`src/rtl/btn_conditioner.sv`:
```
// Four-channel pushbutton conditioner: 2-flop synchronizer, debounce FSM and
// auto-repeat timer per channel. The channels are fully independent. Each one
// produces a one-cycle move pulse per accepted press and per repeat, plus a
// debounced level.
//
// Parameter limits: every *_CYCLES/DELAY/PERIOD value must be >= 2.
// REPEAT_PERIOD must also exceed the downstream move cooldown.
module btn_conditioner #(
    parameter int unsigned DEBOUNCE_CYCLES = 1_000_000,
    parameter int unsigned REPEAT_DELAY    = 50_000_000,
    parameter int unsigned REPEAT_PERIOD   = 15_000_000,
    parameter bit          REPEAT_EN       = 1'b1
) (
    input  logic       clk,
    input  logic       rst_n,
    input  logic [3:0] btn_in,
    output logic [3:0] btn_pulse,
    output logic [3:0] btn_level
);

    localparam int unsigned MAX_AB  = (DEBOUNCE_CYCLES > REPEAT_DELAY) ?
                                      DEBOUNCE_CYCLES : REPEAT_DELAY;
    localparam int unsigned MAX_CYC = (MAX_AB > REPEAT_PERIOD) ? MAX_AB : REPEAT_PERIOD;
    localparam int unsigned CNT_W   = $clog2(MAX_CYC + 1);

    localparam logic [CNT_W-1:0] DEB_LAST = CNT_W'(DEBOUNCE_CYCLES - 1);
    localparam logic [CNT_W-1:0] DLY_LAST = CNT_W'(REPEAT_DELAY - 1);
    localparam logic [CNT_W-1:0] PER_LAST = CNT_W'(REPEAT_PERIOD - 1);
    localparam logic [CNT_W-1:0] CNT_ONE  = CNT_W'(1);

    typedef enum logic [2:0] {
        StIdle,
        StPressWait,
        StHeld,
        StRepeat,
        StReleaseWait
    } state_e;

    for (genvar i = 0; i < 4; i++) begin : g_chan
        logic             sync1_q;
        logic             sync_q;
        state_e           state_q, state_d;
        logic [CNT_W-1:0] cnt_q, cnt_d;
        logic             pulse_q, pulse_d;
        logic             level_q, level_d;

        // Two-flop synchronizer for the asynchronous raw button.
        always_ff @(posedge clk or negedge rst_n) begin
            if (!rst_n) begin
                sync1_q <= 1'b0;
                sync_q  <= 1'b0;
            end else begin
                sync1_q <= btn_in[i];
                sync_q  <= sync1_q;
            end
        end

        // FSM state, timer and registered outputs.
        always_ff @(posedge clk or negedge rst_n) begin
            if (!rst_n) begin
                state_q <= StIdle;
                cnt_q   <= '0;
                pulse_q <= 1'b0;
                level_q <= 1'b0;
            end else begin
                state_q <= state_d;
                cnt_q   <= cnt_d;
                pulse_q <= pulse_d;
                level_q <= level_d;
            end
        end

        // Next-state logic: a loss of the synchronized input always takes
        // priority over a timer expiry, and every transition restarts the timer.
        always_comb begin
            state_d = state_q;
            cnt_d   = cnt_q + CNT_ONE;
            pulse_d = 1'b0;
            level_d = level_q;
            case (state_q)
                StIdle: begin
                    // Timer is unused while idle; keep it parked at zero.
                    cnt_d = '0;
                    if (sync_q) begin
                        state_d = StPressWait;
                    end
                end
                StPressWait: begin
                    if (!sync_q) begin
                        state_d = StIdle;
                        cnt_d   = '0;
                    end else if (cnt_q == DEB_LAST) begin
                        state_d = StHeld;
                        cnt_d   = '0;
                        pulse_d = 1'b1;
                        level_d = 1'b1;
                    end
                end
                StHeld: begin
                    if (!sync_q) begin
                        state_d = StReleaseWait;
                        cnt_d   = '0;
                    end else if (cnt_q == DLY_LAST) begin
                        if (REPEAT_EN) begin
                            state_d = StRepeat;
                            cnt_d   = '0;
                            pulse_d = 1'b1;
                        end else begin
                            // Without auto-repeat, park the timer so it never wraps.
                            cnt_d = cnt_q;
                        end
                    end
                end
                StRepeat: begin
                    if (!sync_q) begin
                        state_d = StReleaseWait;
                        cnt_d   = '0;
                    end else if (cnt_q == PER_LAST) begin
                        cnt_d   = '0;
                        pulse_d = 1'b1;
                    end
                end
                StReleaseWait: begin
                    if (sync_q) begin
                        // Release bounce: back to held, and the repeat delay restarts.
                        state_d = StHeld;
                        cnt_d   = '0;
                    end else if (cnt_q == DEB_LAST) begin
                        state_d = StIdle;
                        cnt_d   = '0;
                        level_d = 1'b0;
                    end
                end
                default: begin
                    state_d = StIdle;
                    cnt_d   = '0;
                    level_d = 1'b0;
                end
            endcase
        end

        assign btn_pulse[i] = pulse_q;
        assign btn_level[i] = level_q;
    end

endmodule

```
`config.mk`:
```
export PLATFORM = sky130hd
export DESIGN_NAME = btn_conditioner
export DESIGN_NICKNAME = d
export VERILOG_FILES = /design/src/rtl/btn_conditioner.sv
export SDC_FILE = /design/constraint.sdc
export NUM_CORES = 1
export LEC_CHECK = 0
export CORE_MARGIN = 3
export CORE_UTILIZATION = 57
export DETAILED_ROUTE_END_ITERATION = 7
export PLACE_DENSITY = 0.77
export SETUP_SLACK_MARGIN = 0.4
export SYNTH_ARGS = -nofsm -noshare
export SYNTH_HDL_FRONTEND = slang
export SYNTH_SLANG_ARGS = --single-unit
export TNS_END_PERCENT = 1
```
`constraint.sdc`:
```
create_clock -name clk -period 2.35 [get_ports clk]
set_clock_uncertainty 0.15 [all_clocks]
set_input_delay 0.47 -clock clk [delete_from_list [all_inputs] [get_ports clk]]
set_output_delay 0.47 -clock clk [all_outputs]
set_load 0.03 [all_outputs]
```
Yosys cells after proc, flatten, opt, wreduce, memory -nomap -nowiden
Cells that the tools add are included.
- output and inout port bits: 8
- input bits: 6
- bits in registers: 132
- word-level logic and storage cells: 228
- muxes and demuxes: 116
- eq/ne operators: 64
- reduce and logical (&&, ||, !) cells: 16
- $add $sub $neg: 4
- bitwise operators: 4
- operators with widths (operator ; count):
    26-bit two-way mux ; 28
    26-bit one-hot mux with 4 select lines ; 4
    26-bit by 1-bit adder with 26-bit output (second input constant) ; 4
    26-bit by 20-bit == test with 1-bit output (second input constant) ; 4
    26-bit by 24-bit == test with 1-bit output (second input constant) ; 4
    26-bit == test (second input constant) ; 4
    3-bit two-way mux ; 32
    3-bit one-hot mux with 5 select lines ; 4
    2-bit != test (second input constant) ; 24
    1-bit two-way mux ; 40
    5-bit AND reduction ; 8
    3-bit != test (second input constant) ; 12
    3-bit by 2-bit == test with 1-bit output (second input constant) ; 8
    1-bit one-hot mux with 3 select lines ; 8
    3-bit by 1-bit == test with 1-bit output (second input constant) ; 4
    3-bit == test (second input constant) ; 4
    3-bit logical NOT ; 4
    3-bit OR reduction ; 4
    1-bit inverter ; 4

Depth between registers and ports, before layout
- depth in word-level cells: 4
- mapped depth: 8
- mapped depth without buffers: 6

Least setup slack after synthesis
OpenSTA, ideal clock, no wires.
- kind: reg2reg
- start: register g_chan[1].cnt_q[8]
- end: register g_chan[1].cnt_q[9]
- library setup time: 119 ps
- required time: 2081 ps
- path buffers: 1
- clock period less this slack: 2485 ps
- cell stages (with the launch flop): 7
- data arrival time: 2216 ps
- slack: -135 ps
- path through: dfrtp_1 or4_4 or4_4 nor4b_4 a2bb2oi_4 buf_8 nor2_2
- word-level cells in the longest chain between the ends: 4
- elaborated cells on any way between the ends: 12
- those cells by class: add/sub (1); eq/ne (3); mux (8)
- ends and longest elaborated chain (item ; RTL line ; source):
    start, declared ; 43 ; logic [CNT_W-1:0] cnt_q, cnt_d;
    start signal, assigned ; 67 ; cnt_q <= cnt_d;
    26-bit by 1-bit adder with 26-bit output (tied with other cells) ; 77 ; cnt_d = cnt_q + CNT_ONE;
    26-bit two-way mux, on equally long branches (2 in a row) ; n/a ;
    26-bit one-hot mux with 4 select lines (*) ; 80 ; case (state_q)
    named net g_chan[1].cnt_d[9] ; 43 ;
Mark *: on every way through the listed nets, which the timed path passes. The rest lies on a longest branch.
A chain may end at the register's enable or synchronous reset.

Final worst setup path
- start: register g_chan[1].cnt_q[10]
- end: register g_chan[1].cnt_q[10]
The elaborated chain is that of the path after synthesis.

==> metrics.txt <==
# TYPE chip_impl_metric gauge
chip_impl_info{name="result_of_the_run",value="finished, violations left"} 1
chip_impl_metric{name="synth_fp_nets",unit=""} 771
chip_impl_metric{name="timing.critical_path.fanout_max",unit=""} 25
chip_impl_info{name="tritoncts_clock_tree",value="done"} 1
chip_impl_metric{name="vias",unit=""} 5981
chip_impl_info{name="cp_common_cell",value="sky130_fd_sc_hd__or4_4"} 1
chip_impl_metric{name="syn_area_per_cell",unit="um^2"} 9.43
chip_impl_metric{name="post-route-period-util",unit="%"} 105
chip_impl_metric{name="gpl.final_weighted_congestion",unit=""} 0.908
chip_impl_metric{name="overflow",unit=""} 0
chip_impl_info{name="kind_of_end_point_of_the_critical_path",value="flip-flop"} 1
chip_impl_metric{name="floorplan.initialDensity",unit="%"} 59.0
chip_impl_info{name="cpLargestDelayFamily",value="simple AND/OR/NAND/NOR gates"} 1
chip_impl_metric{name="asyncSetResetFlopFracSynth",unit="%"} 100
chip_impl_metric{name="grt_pass1_vias",unit=""} 6079
chip_impl_metric{name="layout-area-overhead-vs-synth",unit="%"} 23.1
chip_impl_metric{name="clk_latency",unit="ns"} 0.42
chip_impl_metric{name="ios",unit=""} 14
chip_impl_metric{name="final_layout_size_suffix_gt1_share",unit="%"} 24.6
chip_impl_metric{name="pre_cts_ws",unit="ns"} -0.145
chip_impl_metric{name="final_critical_period",unit="ns"} 2.47
chip_impl_metric{name="remaining_drc_errors",unit=""} 0
chip_impl_metric{name="max_stage_delay",unit="ns"} 0.54
chip_impl_metric{name="cts-buffers-inserted",unit=""} 17
chip_impl_metric{name="placement.io_buffers",unit=""} 13
chip_impl_info{name="timing_worst_setup_path_type",value="reg2reg"} 1
chip_impl_metric{name="mappedNetlistArea",unit="mm^2"} 0.00718
chip_impl_metric{name="drt-vias-per-instance",unit=""} 6.04
chip_impl_metric{name="cap_viol_max_count",unit=""} 0
chip_impl_metric{name="ir_drop",unit="uV"} 456
chip_impl_info{name="path_cells",value="or4_4 -> or4_4 -> nor4b_4 -> a2bb2oi_4 -> buf_12 -> nor2_1"} 1
chip_impl_metric{name="report.final.slew_viol_count",unit=""} 0
chip_impl_info{name="critical_path.slowest_cell",value="sky130_fd_sc_hd__or4_4"} 1
chip_impl_metric{name="worst-endpoint-arrival",unit="ns"} 2.63
chip_impl_metric{name="synth-seq-cells",unit=""} 132
chip_impl_metric{name="tightestPinTransition",unit="ns"} 0.543
chip_impl_info{name="clock_tree.root_cell",value="sky130_fd_sc_hd__clkbuf_16"} 1
chip_impl_metric{name="final.hold.worst_slack",unit="ns"} 0.196
chip_impl_metric{name="worst-path-buf-inv",unit=""} 1
chip_impl_metric{name="regToRegSetupSlack",unit="ns"} -0.12
chip_impl_metric{name="finalHoldViolCount",unit=""} 0
chip_impl_metric{name="detailedRoute.firstIterationViolations",unit=""} 419
chip_impl_metric{name="synth_cell_types",unit=""} 56
chip_impl_metric{name="buffer_levels_on_the_longest_clock_path",unit=""} 2
chip_impl_metric{name="post-dp-hpwl",unit="mm"} 10.9
chip_impl_info{name="grt_setup_unrepaired",value="yes"} 1
chip_impl_metric{name="place_area",unit="mm^2"} 0.00776
chip_impl_metric{name="clock-sinks",unit=""} 132
chip_impl_metric{name="area_of_the_die",unit="mm^2"} 0.0140
chip_impl_metric{name="max_slew_margin",unit="%"} 63.8
chip_impl_metric{name="floorplan.core_area",unit="mm^2"} 0.0122
chip_impl_metric{name="seq_area_frac_synth",unit="%"} 46.0
chip_impl_metric{name="cts.htree.levels",unit=""} 4
chip_impl_metric{name="synth.yosys.warnings",unit=""} 0
chip_impl_metric{name="post-route-cell-area",unit="mm^2"} 0.00883
chip_impl_metric{name="layout_setup_ws",unit="ns"} -0.122
chip_impl_metric{name="fin_nets",unit=""} 819
chip_impl_metric{name="global_route.usage.total",unit="%"} 24.8
chip_impl_info{name="hold_path_class",value="reg2reg"} 1
chip_impl_metric{name="floorplan.rows",unit=""} 40
chip_impl_info{name="synth_area_leaders",value="sky130_fd_sc_hd__dfrtp_1 46%, sky130_fd_sc_hd__xnor2_1 6.5%, sky130_fd_sc_hd__a21oi_1 6.2%, sky130_fd_sc_hd__xor2_1 5.1%, sky130_fd_sc_hd__nand3_1 3.6%"} 1
chip_impl_metric{name="cts.reportedPaths.clkPinSlew",unit="ns"} 0.06
chip_impl_info{name="crit_path_start_kind",value="flip-flop"} 1
chip_impl_metric{name="synthCells",unit=""} 761
chip_impl_metric{name="power",unit="W"} 0.00507
chip_impl_metric{name="chipHeight",unit="um"} 118
chip_impl_metric{name="grt_max_degree",unit=""} 40
chip_impl_metric{name="worst-endpoint-required",unit="ns"} 2.50
chip_impl_metric{name="grt_first_pass_wirelength",unit="mm"} 28.5
chip_impl_metric{name="cellLeakagePower",unit="nW"} 3.34
chip_impl_metric{name="timing.fmax",unit="MHz"} 404
chip_impl_metric{name="power_per_cell_area",unit="mW/mm^2"} 574
chip_impl_metric{name="ant_nets",unit=""} 0
chip_impl_metric{name="post-place-cells",unit=""} 956
chip_impl_metric{name="routed_wirelength",unit="mm"} 16.7
chip_impl_metric{name="die_boundary_width",unit="um"} 118
chip_impl_metric{name="antenna_found_initial",unit=""} 0
chip_impl_info{name="failed_checks",value="negative setup slack"} 1
chip_impl_metric{name="report.final.setup_viol",unit=""} 70
chip_impl_metric{name="finish.cell_count_without_fillers",unit=""} 990
chip_impl_metric{name="avgRoutedWirePerCell",unit="um"} 16.9
chip_impl_metric{name="netlist.area_leader.share",unit="%"} 46.0
chip_impl_metric{name="antennaDiodeCount",unit=""} 0
chip_impl_info{name="postSynth.topFlopCell",value="sky130_fd_sc_hd__dfrtp_1"} 1
chip_impl_metric{name="number_of_enable_type_register_cells_in_the_synthesized_netlist",unit=""} 0
chip_impl_metric{name="detailedRoute.firstPassIterationCount",unit=""} 6
chip_impl_info{name="yosys.area.top_type",value="sky130_fd_sc_hd__dfrtp_1"} 1
-- logic make-up (layout without fill, tap and decap cells) --
kind of cell	count (synthesis)	in the layout	synth area share [%]
buffers and inverters	61	122	4.38
AO/OA/AOI/OAI	126	126	10.3
AND/OR/NAND/NOR	343	343	27.0
XOR/XNOR	95	95	11.6
adder cells (fa/ha/maj)	4	4	0.697
flip-flops	132	132	46.0
-- report_power, final --
part           internal, W  switching (W)
clock              0.00161       0.000984
combinational    0.0000543       0.000106
sequential         0.00229      0.0000238
-- stage by stage --
stage | setup TNS [ns] | utilization (%)
2_1_floorplan | -4.73 | -
3_3_place_gp | -2.29 | 63.8
3_5_place_dp | -5.15 | 63.8
4_1_cts | -3.70 | 71.9
5_1_grt | -9.44 | 72.6
6_report | -3.94 | 72.6
-- path summary, 6_finish.rpt --
check                                 endpoint  cells past startpoint           startpoint
hold / removal                g_chan[2].sync_q                      0    g_chan[2].sync1_q
hold reg to reg               g_chan[2].sync_q                      0    g_chan[2].sync1_q
min in group asynchronous    g_chan[3].level_q                      2                rst_n
setup / recovery           g_chan[1].cnt_q[10]                      6  g_chan[1].cnt_q[10]
setup reg to reg           g_chan[1].cnt_q[10]                      6  g_chan[1].cnt_q[10]
max in group asynchronous   g_chan[2].cnt_q[9]                      3                rst_n
-- layout make-up --
type / instances / area, um^2
Clock buffer: 19 / 453
Sequential cell: 132 / 3310
Clock inverter: 13 / 134
Fill cell: 838 / 3330
Inverter: 18 / 67.6
Timing Repair Buffer: 72 / 669
Multi-Input combinational cell: 568 / 4000
Tap cell: 168 / 210
-- placed cells by master (no fill, tap or decap), types with 6 or more instances in the layout --
cell	instances
sky130_fd_sc_hd__o21ai_0	6
sky130_fd_sc_hd__a21oi_2	51
sky130_fd_sc_hd__inv_1	18
sky130_fd_sc_hd__or3_1	7
sky130_fd_sc_hd__and3_1	11
sky130_fd_sc_hd__nor3_1	27
sky130_fd_sc_hd__clkbuf_16	17
sky130_fd_sc_hd__xnor2_1	53
sky130_fd_sc_hd__dfrtp_1	130
sky130_fd_sc_hd__buf_12	7
sky130_fd_sc_hd__and4_1	6
sky130_fd_sc_hd__dlygate4sd2_1	8
sky130_fd_sc_hd__buf_4	47
sky130_fd_sc_hd__nand4_1	30
sky130_fd_sc_hd__nor2_2	10
sky130_fd_sc_hd__nand3_1	51
sky130_fd_sc_hd__nor4_1	21
sky130_fd_sc_hd__a21oi_1	38
sky130_fd_sc_hd__nor2b_1	7
sky130_fd_sc_hd__xor2_1	42
sky130_fd_sc_hd__nand2_1	48
sky130_fd_sc_hd__and2_1	6
sky130_fd_sc_hd__or4_1	6
sky130_fd_sc_hd__nor2_1	50
-- sequential cells by signal (all words and copies together), names as in the netlist --
register and count:
g_chan.sync1_q 4, g_chan.level_q 4, g_chan.cnt_q 104, g_chan.sync_q 4
g_chan.pulse_q 4, g_chan.state_q 12
-- Yosys cell counts, drive strengths merged, types with 10 or more instances --
master and instances:
dfrtp 132, nor2 61, o21ai 10, inv 18, a21oi 89, xnor2 53
or3 10, or4 10, nand3 52, nor4 29, clkbuf 21, nor3 28
and3 13, xor2 42, buf 22, nand2 49, nand4 30
-- layer usage --
metal  vias to the layer above  track usage (%)  share of wire (%)
li1                       2832                -                  -
met4                         0             9.38                2.1
met5                         -                0                  0
met3                        40             5.79                4.1
met2                       162             42.3                 51
met1                      2947             30.6                 42
-- what timing repair did --
action	CTS	global route
endpoints found under the setup margin	130	123
setup buffers	1	0
hold buffers	1	0
pin swaps	74	31
endpoints found under the hold margin	36	0
gates resized for setup	100	21
No activity file was read; power rests on OpenSTA's default activity.
